File: config.mk
export PLATFORM = sky130hd
export DESIGN_NAME = iq_accumulator
export DESIGN_NICKNAME = d
export VERILOG_FILES = /design/src/rtl/iq_accumulator_pkg.sv /design/src/rtl/iq_accumulator_mac.sv /design/src/rtl/iq_accumulator.sv
export SDC_FILE = /design/constraint.sdc
export NUM_CORES = 1
export LEC_CHECK = 0
export CAP_MARGIN = 20
export CORE_MARGIN = 2
export CORE_UTILIZATION = 39
export CTS_CLUSTER_SIZE = 28
export DETAILED_ROUTE_END_ITERATION = 6
export PLACE_DENSITY = 0.54
export SLEW_MARGIN = 20
export SYNTH_ARGS = -nofsm -noshare
export SYNTH_HDL_FRONTEND = slang
export SYNTH_SLANG_ARGS = --single-unit
File: constraint.sdc
create_clock -name clk -period 7.4 [get_ports clk]
set_input_delay 1.85 -clock clk [delete_from_list [all_inputs] [get_ports clk]]
set_output_delay 1.85 -clock clk [all_outputs]
set_load 0.02 [all_outputs]
File: src/rtl/iq_accumulator_pkg.sv
// Shared definitions for the IQ gate accumulator: FSM state encoding,
// default widths and gate length, and the sample-counter width.
package iq_accumulator_pkg;

    typedef enum logic [1:0] {
        ST_IDLE  = 2'd0,
        ST_ACCUM = 2'd1,
        ST_DUMP  = 2'd2
    } state_t;

    localparam int DEF_ADC_W    = 14;
    localparam int DEF_LO_W     = 8;
    localparam int DEF_ACC_W    = 32;
    localparam int DEF_GATE_LEN = 64;
    localparam int CNT_W        = 16;

endpackage

File: src/rtl/iq_accumulator_mac.sv
// One accumulator channel: signed ADC x LO product, sign-extended add, overflow
// detection, and wrap or clamp (clamp when IQ_SATURATE_EN is defined).
module iq_mac
    import iq_accumulator_pkg::*;
#(
    parameter int ADC_W = DEF_ADC_W,
    parameter int LO_W  = DEF_LO_W,
    parameter int ACC_W = DEF_ACC_W
) (
    input  logic                    i_clk,
    input  logic                    i_rst,
    input  logic                    i_clr,
    input  logic                    i_en,
    input  logic signed [ADC_W-1:0] i_adc,
    input  logic signed [LO_W-1:0]  i_lo,
    output logic signed [ACC_W-1:0] o_acc_next,
    output logic                    o_ovf_next
);

    localparam int PROD_W = ADC_W + LO_W;

    logic signed [ACC_W-1:0]  r_acc;
    logic                     r_ovf;
    logic signed [PROD_W-1:0] w_prod;
    logic signed [ACC_W-1:0]  w_base;
    logic signed [ACC_W:0]    w_sum;
    logic signed [ACC_W-1:0]  w_acc_add;
    logic                     w_ovf;

    assign w_prod = i_adc * i_lo;
    // A clear on the same edge as an accepted sample starts the new gate from that sample.
    assign w_base = i_clr ? '0 : r_acc;
    assign w_sum  = (ACC_W+1)'(w_base) + (ACC_W+1)'(w_prod);
    assign w_ovf  = w_sum[ACC_W] ^ w_sum[ACC_W-1];

`ifdef IQ_SATURATE_EN
    function automatic logic signed [ACC_W-1:0] sat_acc(input logic signed [ACC_W:0] s);
        if (s[ACC_W] ^ s[ACC_W-1])
            return s[ACC_W] ? {1'b1, {(ACC_W-1){1'b0}}} : {1'b0, {(ACC_W-1){1'b1}}};
        return s[ACC_W-1:0];
    endfunction

    assign w_acc_add = sat_acc(w_sum);
`else
    assign w_acc_add = w_sum[ACC_W-1:0];
`endif

    assign o_acc_next = i_en ? w_acc_add : w_base;
    assign o_ovf_next = (i_clr ? 1'b0 : r_ovf) | (i_en & w_ovf);

    always_ff @(posedge i_clk or posedge i_rst) begin
        if (i_rst) begin
            r_acc <= '0;
            r_ovf <= 1'b0;
        end else begin
            r_acc <= o_acc_next;
            r_ovf <= o_ovf_next;
        end
    end

endmodule

File: src/rtl/iq_accumulator.sv
// Gated I/Q accumulator: sums sin*adc and cos*adc over GATE_LEN accepted samples
// and presents the result with a valid/ready handshake. Option: IQ_SATURATE_EN.
module iq_accumulator
    import iq_accumulator_pkg::*;
#(
    parameter int ADC_W    = DEF_ADC_W,
    parameter int LO_W     = DEF_LO_W,
    parameter int ACC_W    = DEF_ACC_W,
    parameter int GATE_LEN = DEF_GATE_LEN
) (
    input  logic                    clk,
    input  logic                    reset,
    input  logic                    start,
    input  logic                    continuous,
    input  logic                    in_valid,
    input  logic signed [ADC_W-1:0] adc,
    input  logic signed [LO_W-1:0]  sin,
    input  logic signed [LO_W-1:0]  cos,
    input  logic                    out_ready,
    output logic                    out_valid,
    output logic signed [ACC_W-1:0] i_out,
    output logic signed [ACC_W-1:0] q_out,
    output logic                    ovf,
    output logic                    busy
);

    localparam logic [CNT_W-1:0] LAST_CNT = CNT_W'(GATE_LEN - 1);

    state_t                  r_state;
    state_t                  w_state_next;
    logic [CNT_W-1:0]        r_cnt;
    logic [CNT_W-1:0]        w_cnt_base;
    logic                    r_out_valid;
    logic signed [ACC_W-1:0] r_i_out;
    logic signed [ACC_W-1:0] r_q_out;
    logic                    r_ovf;
    logic                    w_rearm;
    logic                    w_handshake;
    logic                    w_clear;
    logic                    w_accept;
    logic                    w_last;
    logic signed [ACC_W-1:0] w_i_next;
    logic signed [ACC_W-1:0] w_q_next;
    logic                    w_i_ovf;
    logic                    w_q_ovf;

    assign w_rearm     = start | continuous;
    assign w_handshake = (r_state == ST_DUMP) && out_ready;
    assign w_cnt_base  = w_clear ? '0 : r_cnt;
    assign w_last      = w_accept && (w_cnt_base == LAST_CNT);

    always_ff @(posedge clk or posedge reset) begin
        if (reset)
            r_state <= ST_IDLE;
        else
            r_state <= w_state_next;
    end

    always_comb begin
        w_state_next = r_state;
        case (r_state)
            ST_IDLE:  if (w_rearm) w_state_next = ST_ACCUM;
            ST_ACCUM: if (w_last) w_state_next = ST_DUMP;
            ST_DUMP: begin
                if (w_handshake) begin
                    if (w_last)
                        w_state_next = ST_DUMP;
                    else if (w_rearm)
                        w_state_next = ST_ACCUM;
                    else
                        w_state_next = ST_IDLE;
                end
            end
            default:  w_state_next = ST_IDLE;
        endcase
    end

    // A re-arming handshake accepts that cycle's sample so continuous gates lose nothing.
    always_comb begin
        w_clear  = 1'b0;
        w_accept = 1'b0;
        busy     = (r_state != ST_IDLE);
        case (r_state)
            ST_IDLE:  w_clear = w_rearm;
            ST_ACCUM: w_accept = in_valid;
            ST_DUMP: begin
                w_clear  = w_handshake & w_rearm;
                w_accept = w_handshake & w_rearm & in_valid;
            end
            default: ;
        endcase
    end

    always_ff @(posedge clk or posedge reset) begin
        if (reset) begin
            r_cnt <= '0;
        end else if (w_last) begin
            r_cnt <= '0;
        end else if (w_accept) begin
            r_cnt <= w_cnt_base + CNT_W'(1);
        end else begin
            r_cnt <= w_cnt_base;
        end
    end

    always_ff @(posedge clk or posedge reset) begin
        if (reset) begin
            r_out_valid <= 1'b0;
            r_i_out     <= '0;
            r_q_out     <= '0;
            r_ovf       <= 1'b0;
        end else if (w_last) begin
            r_out_valid <= 1'b1;
            r_i_out     <= w_i_next;
            r_q_out     <= w_q_next;
            r_ovf       <= w_i_ovf | w_q_ovf;
        end else if (w_handshake) begin
            r_out_valid <= 1'b0;
        end
    end

    assign out_valid = r_out_valid;
    assign i_out     = r_i_out;
    assign q_out     = r_q_out;
    assign ovf       = r_ovf;

    iq_mac #(
        .ADC_W (ADC_W),
        .LO_W  (LO_W),
        .ACC_W (ACC_W)
    ) u_mac_i (
        .i_clk      (clk),
        .i_rst      (reset),
        .i_clr      (w_clear),
        .i_en       (w_accept),
        .i_adc      (adc),
        .i_lo       (sin),
        .o_acc_next (w_i_next),
        .o_ovf_next (w_i_ovf)
    );

    iq_mac #(
        .ADC_W (ADC_W),
        .LO_W  (LO_W),
        .ACC_W (ACC_W)
    ) u_mac_q (
        .i_clk      (clk),
        .i_rst      (reset),
        .i_clr      (w_clear),
        .i_en       (w_accept),
        .i_adc      (adc),
        .i_lo       (cos),
        .o_acc_next (w_q_next),
        .o_ovf_next (w_q_ovf)
    );

endmodule

==> metrics <==
Setup CP Type in2reg; Avg WL per Cell 16.75 um; worst r2r path cells 25; main combinational cell family by area after synthesis adder cells; synthesized area 18810 um2; Tot GR Track Use 21.05%; layout net count 2823; Crit. End Element flop; Final GP Congestion 0.8522; Leak 12.07 nW; first drt pass iteration count 5; CTS buffer count 17; largest net degree at the start of global routing 82; period utilization 97.62%; post-synthesis sequential area ratio 19.96%; reg-to-reg endpoint u_mac_i.r_ovf; Synth Register Bits 150; Hold Path End i_out[1]; hold depth 2; Slew HR 37.33%; first-pass GRT wire length 81.85 mm; area share of fa/ha/maj cells after synthesis 43.54%; Synth Net Count 2469; power per cell area 521.5 nW/um2; Final Setup Violations 0; htree depth 4; YS warnings 0; min-delay src i_out[1]; EDFF count, synth 0; Simple-Gate Fraction of Synth Area 15.80%; Most used DFF post-synth dfrtp_1; post-layout instance area 23900 um2; Vias 14390; Place WS -812.0 ps; Synth Area in XOR/XNOR 3.193%; Final ANT Viol Nets 0; CP Max Fanout 16; grt total ovfl 0; average cell area after synthesis 9.558 um2; die height 223.6 um; outcome complete, no violations; peak supply drop 0.3696 mV; Compound-Gate Fraction of Synth Area 8.641%; clock slew seen by the registers of the worst setup and hold paths 70 ps; Core Area 47650 um2; DP Cell Count 2906; Worst R2R Start r_state[0]; Initial DRC Count 719; Initial Util 39.48%; number of port buffers 102; Post-Route Utilization 50.17%; Clock Latency Late Sink 480 ps; Top Ports 103; antenna violations before repair 2; Hold WS 472.9 ps; worst min-delay path category reg2reg; FF-to-FF setup slack 910 ps; DIE AREA 50000 um2; CTS tree yes; Least-Margin Pin Slew 940.0 ps; Die Wd 223.6 um; DRC violations left 0; Clock Sinks 150; via-per-instance ratio 4.878; Hold Fails Final Rpt 0; Critical Path RT 7780 ps; final std cells w/o fill 2949; fin worst setup slack 176.1 ps; dpl cell area 22850 um2; CTS root buf clkbuf_16; n_diodes 0; multi-input logic area 14110 um2; FILL cells 4441; maxcap violations 0; Max Clk Rate 138.4 MHz; Slew Limit Fails 0; Post-synth ARST share 100.0%; clock period minus worst slack 7224 ps; Post-Synthesis Cells 1968; WP data arrival 7600 ps; crit start category input pin; DP Wirelength 39.69 mm; Core Rows 80; routed wire length 49.39 mm; Layout area overhead 27.09%; vias in the first global route 15510; FF+latch area 3754 um2; fraction of layout instances using a drive strength above 1 18.81%; mux share of post-synthesis cell area 1.330%; clk_skew 8.799 ps; Synth cell types 64; maximum root-to-sink buffer count 2
[report_power, final]
part | leakage (nW) | internal, W | total [W] | switching, W
Clock | 0.282 | 0.000496 | 0.000885 | 0.000389
Sequential | 2.07 | 0.000915 | 0.000939 | 0.0000243
Combinational | 9.72 | 0.00529 | 0.0106 | 0.00535
[registers in the layout, summed over array words and instances, names as in the netlist]
signal / cells
q_out: 32
ovf: 1
i_out: 32
u_mac_i.r_ovf: 1
u_mac_i.r_acc: 32
out_valid: 1
u_mac_q.r_ovf: 1
u_mac_q.r_acc: 32
r_state: 2
r_cnt: 16
[cells by family (layout without fill, tap and decap cells)]
logic type               after synthesis  after routing
buffers and inverters                377            743
multiplexers                          22             22
AO/OA/AOI/OAI                        256            256
flip-flops                           150            150
adder cells (fa/ha/maj)              465            465
AND/OR/NAND/NOR                      631            631
XOR/XNOR                              67             67
[cells in the mapped netlist (all sizes together) (3+ instances only)]
cell	n	area (um2)
and2	151	944.7
a221oi	3	26.28
o21ai	88	440.4
a21o	33	247.7
nand3	14	75.07
inv	307	1152
nor2b	4	25.02
dfrtp	150	3754
nor3	8	40.04
nor2	46	180.2
a211oi	4	30.03
or3	11	68.82
nand2	346	1299
a21oi	53	272.8
o22ai	6	37.54
clkbuf	67	251.5
xor2	30	262.8
a31oi	6	37.54
fa	316	6326
xnor2	36	315.3
nand2b	24	150.1
o211ai	6	45.04
buf	3	13.76
ha	149	1864
and3	8	50.05
and4	3	26.28
o21a	7	52.55
o21bai	14	105.1
o31ai	7	52.55
a211o	6	52.55
mux2	21	240.2
nand4	9	62.56
[critical path: stages]
cell,delay [ps]
clkdlybuf4s50_1,450
buf_12,170
and2_4,160
buf_12,150
fa_1,500
inv_1,50
fa_1,510
inv_1,60
fa_1,550
fa_1,420
ha_1,290
ha_1,300
and4_4,250
nand2_4,60
o31a_2,370
buf_4,150
a2111oi_4,330
nor2_4,80
xnor3_1,220
and2_1,180
a221oi_2,290
buf_4,160
inv_1,30
[worst max path at each step]
stage                          start       endpoint  slack [ps]  cells after the start
final                        adc[13]  u_mac_i.r_ovf         180                     23
after global routing           start      q_out[26]          -3                     26
after global placement    continuous      q_out[30]        -740                     25
after CTS                    adc[13]            ovf         100                     22
after floorplan            out_ready            ovf           1                     24
after detailed placement   out_ready            ovf        -810                     23
[cells in the final DEF, fill, tap and decap left out, types with 20 or more instances in the layout]
cell type          n
a21o_1            31
a21oi_1           41
and2_1           143
buf_4            283
clkdlybuf4s50_1   95
dfrtp_1          150
fa_1             312
ha_1             130
inv_1            305
mux2_2            20
nand2_1          343
nand2b_1          24
nor2_1            43
o21ai_0           78
xnor2_1           36
xor2_1            30
[layout make-up]
type	instances	share of cell area, %
tap	615	3.219
inverter	307	4.842
timing repair buffer	405	14.80
sequential	150	15.70
multi-input combinational	1441	59.03
clock inverter	10	0.3978
clock buffer	21	2.010
[stage by stage]
stage,power (W),setup TNS [ps]
4_1_cts,0.01225,0
2_1_floorplan,0.007052,0
3_5_place_dp,0.01096,-32120
5_1_grt,0.01380,-2.892
6_report,0.01247,0
3_3_place_gp,0.01085,-27520
[metal layers]
layer / vias up / GRT usage [%] / share of wire [%]
met3: 36 / 2.964 / 2.8
met5: - / 0 / 0
li1: 6874 / - / -
met4: 0 / 5.247 / 1.3
met2: 195 / 36.68 / 51
met1: 7281 / 27.67 / 45
[timing repair]
action,in CTS,in global routing
hold buffers,0,0
pin swaps,21,18
resized for setup,31,54
gates cloned,2,0
buffers inserted,4,6
endpoints found under the setup margin,31,29
Power figures use the tool's default switching activity.
